File: src/rtl/fetch_pkg.sv
// Shared types and constants for the instruction prefetch controller.
// No logic; compile-time definitions only.
// Not applicable (no handshake).
package fetch_pkg;

    typedef enum logic {
        IDLE        = 1'b0,
        BRANCH_WAIT = 1'b1
    } pf_state_e;

    // Clears the byte offset so every fetch address is word aligned.
    localparam logic [31:0] FETCH_ALIGN_MASK = 32'hFFFF_FFFC;

endpackage

File: src/rtl/prefetch_ctrl_if.sv
// Bus, FIFO-side and aligner-side signals of the prefetch controller.
// Wires only; no latency.
// valid/ready on the bus request and on the fetch output.
interface prefetch_ctrl_if #(
    parameter int CNT_W = 3
);
    logic             trans_valid_o;
    logic             trans_ready_i;
    logic [31:0]      trans_addr_o;
    logic             resp_valid_i;
    logic [31:0]      resp_rdata_i;
    logic [CNT_W-1:0] fifo_cnt_i;
    logic             fifo_empty_i;
    logic [31:0]      fifo_rdata_i;
    logic             fifo_push_o;
    logic             fifo_pop_o;
    logic             fifo_flush_o;
    logic             fetch_valid_o;
    logic [31:0]      fetch_rdata_o;
    logic             fetch_ready_i;

    // Controller side.
    modport master (
        output trans_valid_o, trans_addr_o, fifo_push_o, fifo_pop_o,
               fifo_flush_o, fetch_valid_o, fetch_rdata_o,
        input  trans_ready_i, resp_valid_i, resp_rdata_i, fifo_cnt_i,
               fifo_empty_i, fifo_rdata_i, fetch_ready_i
    );

    // Bus / FIFO / aligner side.
    modport slave (
        input  trans_valid_o, trans_addr_o, fifo_push_o, fifo_pop_o,
               fifo_flush_o, fetch_valid_o, fetch_rdata_o,
        output trans_ready_i, resp_valid_i, resp_rdata_i, fifo_cnt_i,
               fifo_empty_i, fifo_rdata_i, fetch_ready_i
    );
endinterface

File: src/rtl/prefetch_ctrl.sv
// Instruction prefetch controller: issues word fetches, tracks outstanding, feeds FIFO/aligner.
// Request is combinational; response reaches fetch output in 0 cycles when FIFO empty and ready.
// New requests stall while outstanding + FIFO occupancy reaches DEPTH; branch requests hold until accepted.
module prefetch_ctrl
    import fetch_pkg::*;
#(
    parameter int DEPTH = 4,
    parameter int CNT_W = $clog2(DEPTH) + 1
) (
    input  logic                  clk_i,
    input  logic                  rst_ni,
    input  logic                  req_i,
    input  logic                  branch_i,
    input  logic [31:0]           branch_addr_i,
    output logic                  busy_o,
    prefetch_ctrl_if.master       bus
);

    localparam logic [CNT_W-1:0] DEPTH_C  = CNT_W'(DEPTH);
    localparam logic [CNT_W:0]   DEPTH_W  = (CNT_W+1)'(DEPTH);
    localparam logic [CNT_W-1:0] ONE_C    = CNT_W'(1);

    pf_state_e        state_q, state_d;
    logic [31:0]      addr_q;
    logic [CNT_W-1:0] outst_q;
    logic [CNT_W-1:0] flush_q;

    logic             trans_valid;
    logic [31:0]      trans_addr;
    logic             hs;
    logic             del;
    logic [31:0]      branch_tgt;
    logic [CNT_W:0]   occupancy;

    assign branch_tgt = branch_addr_i & FETCH_ALIGN_MASK;
    // Extra bit so outstanding + FIFO count cannot wrap when both are full.
    assign occupancy  = {1'b0, outst_q} + {1'b0, bus.fifo_cnt_i};

    // Next state and bus request. A branch arriving while already waiting
    // drives the new target immediately, so an acceptance in that cycle
    // fetches the new target rather than the stale one.
    always_comb begin
        state_d     = state_q;
        trans_valid = 1'b0;
        trans_addr  = addr_q;
        unique case (state_q)
            IDLE: begin
                if (branch_i) begin
                    trans_valid = (outst_q < DEPTH_C);
                    trans_addr  = branch_tgt;
                    if (!(trans_valid && bus.trans_ready_i)) begin
                        state_d = BRANCH_WAIT;
                    end
                end else begin
                    trans_valid = req_i && (occupancy < DEPTH_W);
                end
            end
            BRANCH_WAIT: begin
                trans_valid = 1'b1;
                if (branch_i) begin
                    trans_addr = branch_tgt;
                end
                if (bus.trans_ready_i) begin
                    state_d = IDLE;
                end
            end
            default: state_d = IDLE;
        endcase
    end

    assign hs  = trans_valid && bus.trans_ready_i;
    // Responses still owed to pre-branch requests are dropped.
    assign del = bus.resp_valid_i && (flush_q == '0) && !branch_i;

    assign bus.trans_valid_o = trans_valid;
    assign bus.trans_addr_o  = trans_addr;
    assign bus.fetch_valid_o = !branch_i && (!bus.fifo_empty_i || del);
    assign bus.fetch_rdata_o = bus.fifo_empty_i ? bus.resp_rdata_i : bus.fifo_rdata_i;
    assign bus.fifo_pop_o    = !branch_i && !bus.fifo_empty_i && bus.fetch_ready_i;
    assign bus.fifo_push_o   = del && (!bus.fifo_empty_i || !bus.fetch_ready_i);
    assign bus.fifo_flush_o  = branch_i;
    assign busy_o            = (outst_q != '0) || trans_valid;

    // State, fetch address, outstanding and flush counters.
    always_ff @(posedge clk_i or negedge rst_ni) begin
        if (!rst_ni) begin
            state_q <= IDLE;
            addr_q  <= '0;
            outst_q <= '0;
            flush_q <= '0;
        end else begin
            state_q <= state_d;

            if (hs) begin
                addr_q <= trans_addr + 32'd4;
            end else if (branch_i) begin
                addr_q <= branch_tgt;
            end

            unique case ({hs, bus.resp_valid_i})
                2'b10:   outst_q <= outst_q + ONE_C;
                2'b01:   outst_q <= outst_q - ONE_C;
                default: outst_q <= outst_q;
            endcase

            if (branch_i) begin
                flush_q <= outst_q - {{(CNT_W-1){1'b0}}, bus.resp_valid_i};
            end else if (bus.resp_valid_i && (flush_q != '0)) begin
                flush_q <= flush_q - ONE_C;
            end
        end
    end

endmodule

File: src/flat_wrapper.sv
// flat-port wrapper written by rule: the top's interface ports become plain ports
module prefetch_ctrl_flat import fetch_pkg::*;
#(
    parameter int DEPTH = 4,
    parameter int CNT_W = $clog2(DEPTH) + 1
)
  (clk_i, rst_ni, req_i, branch_i, branch_addr_i, busy_o, bus_trans_valid_o, bus_trans_addr_o, bus_fifo_push_o, bus_fifo_pop_o, bus_fifo_flush_o, bus_fetch_valid_o, bus_fetch_rdata_o, bus_trans_ready_i, bus_resp_valid_i, bus_resp_rdata_i, bus_fifo_cnt_i, bus_fifo_empty_i, bus_fifo_rdata_i, bus_fetch_ready_i);
  prefetch_ctrl_if #(.CNT_W(CNT_W)) bus_i ();
  input  logic clk_i;
  input  logic rst_ni;
  input  logic req_i;
  input  logic branch_i;
  input  logic [31:0] branch_addr_i;
  output logic busy_o;
  output wire logic [$bits(bus_i.trans_valid_o)-1:0] bus_trans_valid_o;
  output wire logic [$bits(bus_i.trans_addr_o)-1:0] bus_trans_addr_o;
  output wire logic [$bits(bus_i.fifo_push_o)-1:0] bus_fifo_push_o;
  output wire logic [$bits(bus_i.fifo_pop_o)-1:0] bus_fifo_pop_o;
  output wire logic [$bits(bus_i.fifo_flush_o)-1:0] bus_fifo_flush_o;
  output wire logic [$bits(bus_i.fetch_valid_o)-1:0] bus_fetch_valid_o;
  output wire logic [$bits(bus_i.fetch_rdata_o)-1:0] bus_fetch_rdata_o;
  input wire logic [$bits(bus_i.trans_ready_i)-1:0] bus_trans_ready_i;
  input wire logic [$bits(bus_i.resp_valid_i)-1:0] bus_resp_valid_i;
  input wire logic [$bits(bus_i.resp_rdata_i)-1:0] bus_resp_rdata_i;
  input wire logic [$bits(bus_i.fifo_cnt_i)-1:0] bus_fifo_cnt_i;
  input wire logic [$bits(bus_i.fifo_empty_i)-1:0] bus_fifo_empty_i;
  input wire logic [$bits(bus_i.fifo_rdata_i)-1:0] bus_fifo_rdata_i;
  input wire logic [$bits(bus_i.fetch_ready_i)-1:0] bus_fetch_ready_i;
  assign bus_trans_valid_o = bus_i.trans_valid_o;
  assign bus_trans_addr_o = bus_i.trans_addr_o;
  assign bus_fifo_push_o = bus_i.fifo_push_o;
  assign bus_fifo_pop_o = bus_i.fifo_pop_o;
  assign bus_fifo_flush_o = bus_i.fifo_flush_o;
  assign bus_fetch_valid_o = bus_i.fetch_valid_o;
  assign bus_fetch_rdata_o = bus_i.fetch_rdata_o;
  assign bus_i.trans_ready_i = bus_trans_ready_i;
  assign bus_i.resp_valid_i = bus_resp_valid_i;
  assign bus_i.resp_rdata_i = bus_resp_rdata_i;
  assign bus_i.fifo_cnt_i = bus_fifo_cnt_i;
  assign bus_i.fifo_empty_i = bus_fifo_empty_i;
  assign bus_i.fifo_rdata_i = bus_fifo_rdata_i;
  assign bus_i.fetch_ready_i = bus_fetch_ready_i;
  prefetch_ctrl #(.DEPTH(DEPTH), .CNT_W(CNT_W)) u_core (.clk_i(clk_i), .rst_ni(rst_ni), .req_i(req_i), .branch_i(branch_i), .branch_addr_i(branch_addr_i), .busy_o(busy_o), .bus(bus_i));
endmodule
File: config.mk
export PLATFORM = sky130hd
export DESIGN_NAME = prefetch_ctrl_flat
export DESIGN_NICKNAME = d
export VERILOG_FILES = /design/src/rtl/fetch_pkg.sv /design/src/rtl/prefetch_ctrl_if.sv /design/src/rtl/prefetch_ctrl.sv /design/src/flat_wrapper.sv
export SDC_FILE = /design/constraint.sdc
export NUM_CORES = 1
export LEC_CHECK = 0
export ABC_CLOCK_PERIOD_IN_PS = 3300
export BUFFER_PORTS_ARGS = -buffer_cell sky130_fd_sc_hd__buf_2
export CAP_MARGIN = 10
export CORE_ASPECT_RATIO = 0.9
export CORE_UTILIZATION = 37
export CTS_CLUSTER_SIZE = 14
export DETAILED_ROUTE_END_ITERATION = 8
export PLACE_DENSITY = 0.66
export SETUP_SLACK_MARGIN = 0.3
export SKIP_LAST_GASP = 1
export SLEW_MARGIN = 10
export SYNTH_ARGS = -nofsm -noshare
export SYNTH_HDL_FRONTEND = slang
export SYNTH_SLANG_ARGS = --single-unit
export TNS_END_PERCENT = 20
File: constraint.sdc
create_clock -name clk_i -period 3.3 [get_ports clk_i]
set_input_delay 0.66 -clock clk_i [delete_from_list [all_inputs] [get_ports clk_i]]
set_output_delay 0.66 -clock clk_i [all_outputs]
set_load 0.02 [all_outputs]
==> impl_metrics.ini <==
[run_status]
status = finished, final reports clean

[setup_path]
crit_arrival_ps = 2070
required_ps = 2640
endpoint_kind = output pin
start_kind = primary input
crit_type = in2out
crit_path_max_fanout = 51

[final_layout]
seq_area_um2 = 976
num-nets-final = 571
antenna_cells = 0
fillers = 746
synthToLayoutAreaGrowth_pct = 35.7
drive_gt1_share_pct = 54.8
multiInputGateArea_um2 = 1810

[clock_network]
cts_hold_buf = 0
numCtsBuffers = 5
h-tree-depth = 2
clock-sinks = 39
post_cts_resized = 0
clk_pin_slew_ps = 80
cts_root_buffer = clkbuf_8
post-cts-setup-buffers = 0
cts_buffer_depth = 2
cts_tree = done
clk_latency_ps = 290

[global_route]
grt_pass1_wl_um = 12200
overflow = 0
grt_usage_pct = 18.8
grt_pass1_vias = 2517
antenna_found_initial = 0
grt_max_degree = 52

[route]
wl_per_cell_um = 13.8
drc = 0
ant_nets = 0
wirelength_um = 7630
vias_per_cell = 4.82
detail_route.iter0.violations = 95
drt_first_pass_iters = 4
vias = 2662

[synth]
synth_cell_types = 39
synth_async_sr_flop_share_pct = 100
avgSynthCellArea_um2 = 10.2
syn_area_um2 = 2910
yosysSeqAreaShare_pct = 33.5
synth_xor_area_share_pct = 10.2
yosysWarnings = 0
synth_edf_count = 0
yosys_most_used_dff = dfrtp_1
synth_compound_area_share_pct = 5.94
synth_seq_cells = 39
muxShareOfSynthArea_pct = 23.7
syn-num-nets = 402
synth-simple-area-share_pct = 18.2
synth_top_family_by_area = multiplexers
synthAdderAreaFrac_pct = 4.13
synth_cells = 286

[sta]
fin_crit_ps = 2730
fin_ws_ps = 572
maxSlewViolCount = 0
tightest_slew_ps = 891
setup_viol = 0
finalClockSkew_ps = 3.99
max_slew_margin_pct = 40.6
fmax_mhz = 367
hold_violations = 0
rsz0062_at_grt = no
period_share_pct = 82.7
tns_ps = 0

[placed_design]
gp_congestion = 0.780
dpl.hpwl_um = 6170
place_ws_ps = 391
portBuffers = 174

[power_and_ir_drop]
cellPowerDensity_nw_per_um2 = 442
post-layout-total-power_mw = 1.74
vdd_ir_drop_max_mv = 0.186
p_clk_share_pct = 20.8
p_switching_uw = 654
sw_frac_of_total_pct = 37.5
internal-power_mw = 1.09
pwr-share-seq_pct = 36.9
p_leak_nw = 1.92
combPwrFrac_pct = 42.3

[floorplanning]
ios = 177
die_h_um = 86.1
row_count = 30
start_util_pct = 38.4
coreArea_um2 = 7580
fp.dieW_um = 95.5
fp.dieArea_um2 = 8220

[hold_path]
min_path_type = in2async

[run]
drv_cap = 0
flip-flops by register name, indices dropped and copies added, names as in the netlist:
signal and count:
u_core.outst_q 3, u_core.addr_q 32, u_core.flush_q 3, u_core.state_q 1
Yosys cell counts, types with 3 or more instances:
cell type	count	area share, %
mux2_2	55	21
dfrtp_1	39	34
nand2_1	28	3.6
xor2_1	20	6.0
nor2_1	14	1.8
xnor2_1	14	4.2
inv_1	12	1.5
nand3_1	10	1.7
nand4_1	9	1.9
ha_1	8	3.4
mux2i_1	7	2.4
nor3_1	7	1.2
nand4b_1	6	1.8
clkbuf_1	5	0.65
a21oi_1	4	0.69
a31oi_1	4	0.86
buf_2	4	0.69
nand2b_1	4	0.86
nand3b_1	4	1.0
o21ai_0	4	0.69
buf_4	3	0.77
nor2b_1	3	0.65
nor4_2	3	1.3
critical path, cell delays in order:
cell and delay, ps:
buf_2 160, buf_4 480, mux2i_1 500, inv_1 70, buf_2 170
worst paths after layout:
check,cells after the start,to,from,slack (ps)
max reg2reg,10,u_core.outst_q[2],u_core.outst_q[1],770
max in group asynchronous,1,u_core.addr_q[2],rst_ni,2250
min,1,u_core.addr_q[28],rst_ni,490
min in group clk_i,1,u_core.addr_q[0],u_core.addr_q[0],510
min reg2reg,1,u_core.addr_q[0],u_core.addr_q[0],510
max,5,bus_trans_addr_o[16],branch_i,570
cells by family (layout without fill, tap and decap cells):
group                    Yosys count  after routing
AO/OA/AOI/OAI                     22             22
AND/OR/NAND/NOR                   93             93
multiplexers                      62             62
buffers and inverters             27            197
flip-flops                        39             39
adder cells (fa/ha/maj)            9              9
XOR/XNOR                          34             34
per-layer routing:
layer / share of wire (%) / vias to the layer above / track usage [%]
li1: - / 1345 / -
met1: 47 / 1245 / 26.7
met2: 46 / 70 / 29.2
met3: 6.0 / 2 / 4.61
met4: 0.34 / 0 / 3.12
met5: 0 / - / 0
cell type report:
class	instances	area share, %
multi-input combinational	220	45.8
sequential	39	24.7
timing repair buffer	177	22.6
tap	96	3.04
clock buffer	7	2.44
inverter	12	1.14
clock inverter	1	0.190
layout by cell type (no fill, tap or decap), drive strengths merged:
cell type,instances
buf,177
mux2,55
dfrtp,39
nand2,28
xor2,20
xnor2,14
nor2,14
inv,12
nand3,11
nand4,9
ha,8
mux2i,7
nor3,7
clkbuf,7
nand4b,6
a211oi,5
nand2b,4
o21ai,4
nand3b,4
a31oi,4
a21oi,4
nor2b,3
nor4,3
nor4b,2
a21boi,2
a311o,1
a22oi,1
o22ai,1
nor3b,1
or4,1
fa,1
clkinvlp,1
power by group through the flow:
stage / clock [mW] / sequential, mW / combinational (mW)
after global placement: 0 / 0.649 / 0.725
after CTS: 0.381 / 0.642 / 0.748
after detailed placement: 0 / 0.652 / 0.745
after floorplan: 0 / 0.633 / 0.521
final: 0.362 / 0.643 / 0.738
after global routing: 0.395 / 0.659 / 0.826
per-stage QoR:
| step | util (%) | hold slack, ps | instance area (um2) | std cells |
|---|---|---|---|---|
| floorplan | - | 364 | 2910 | 286 |
| global placement | 50.7 | 503 | 3840 | 544 |
| global route | 52.0 | 556 | 3950 | 552 |
| CTS | 52.0 | 526 | 3950 | 552 |
| detailed placement | 50.7 | 507 | 3840 | 544 |
| finish | 52.0 | 489 | 3950 | 552 |
(Power assumes the default switching activity.)
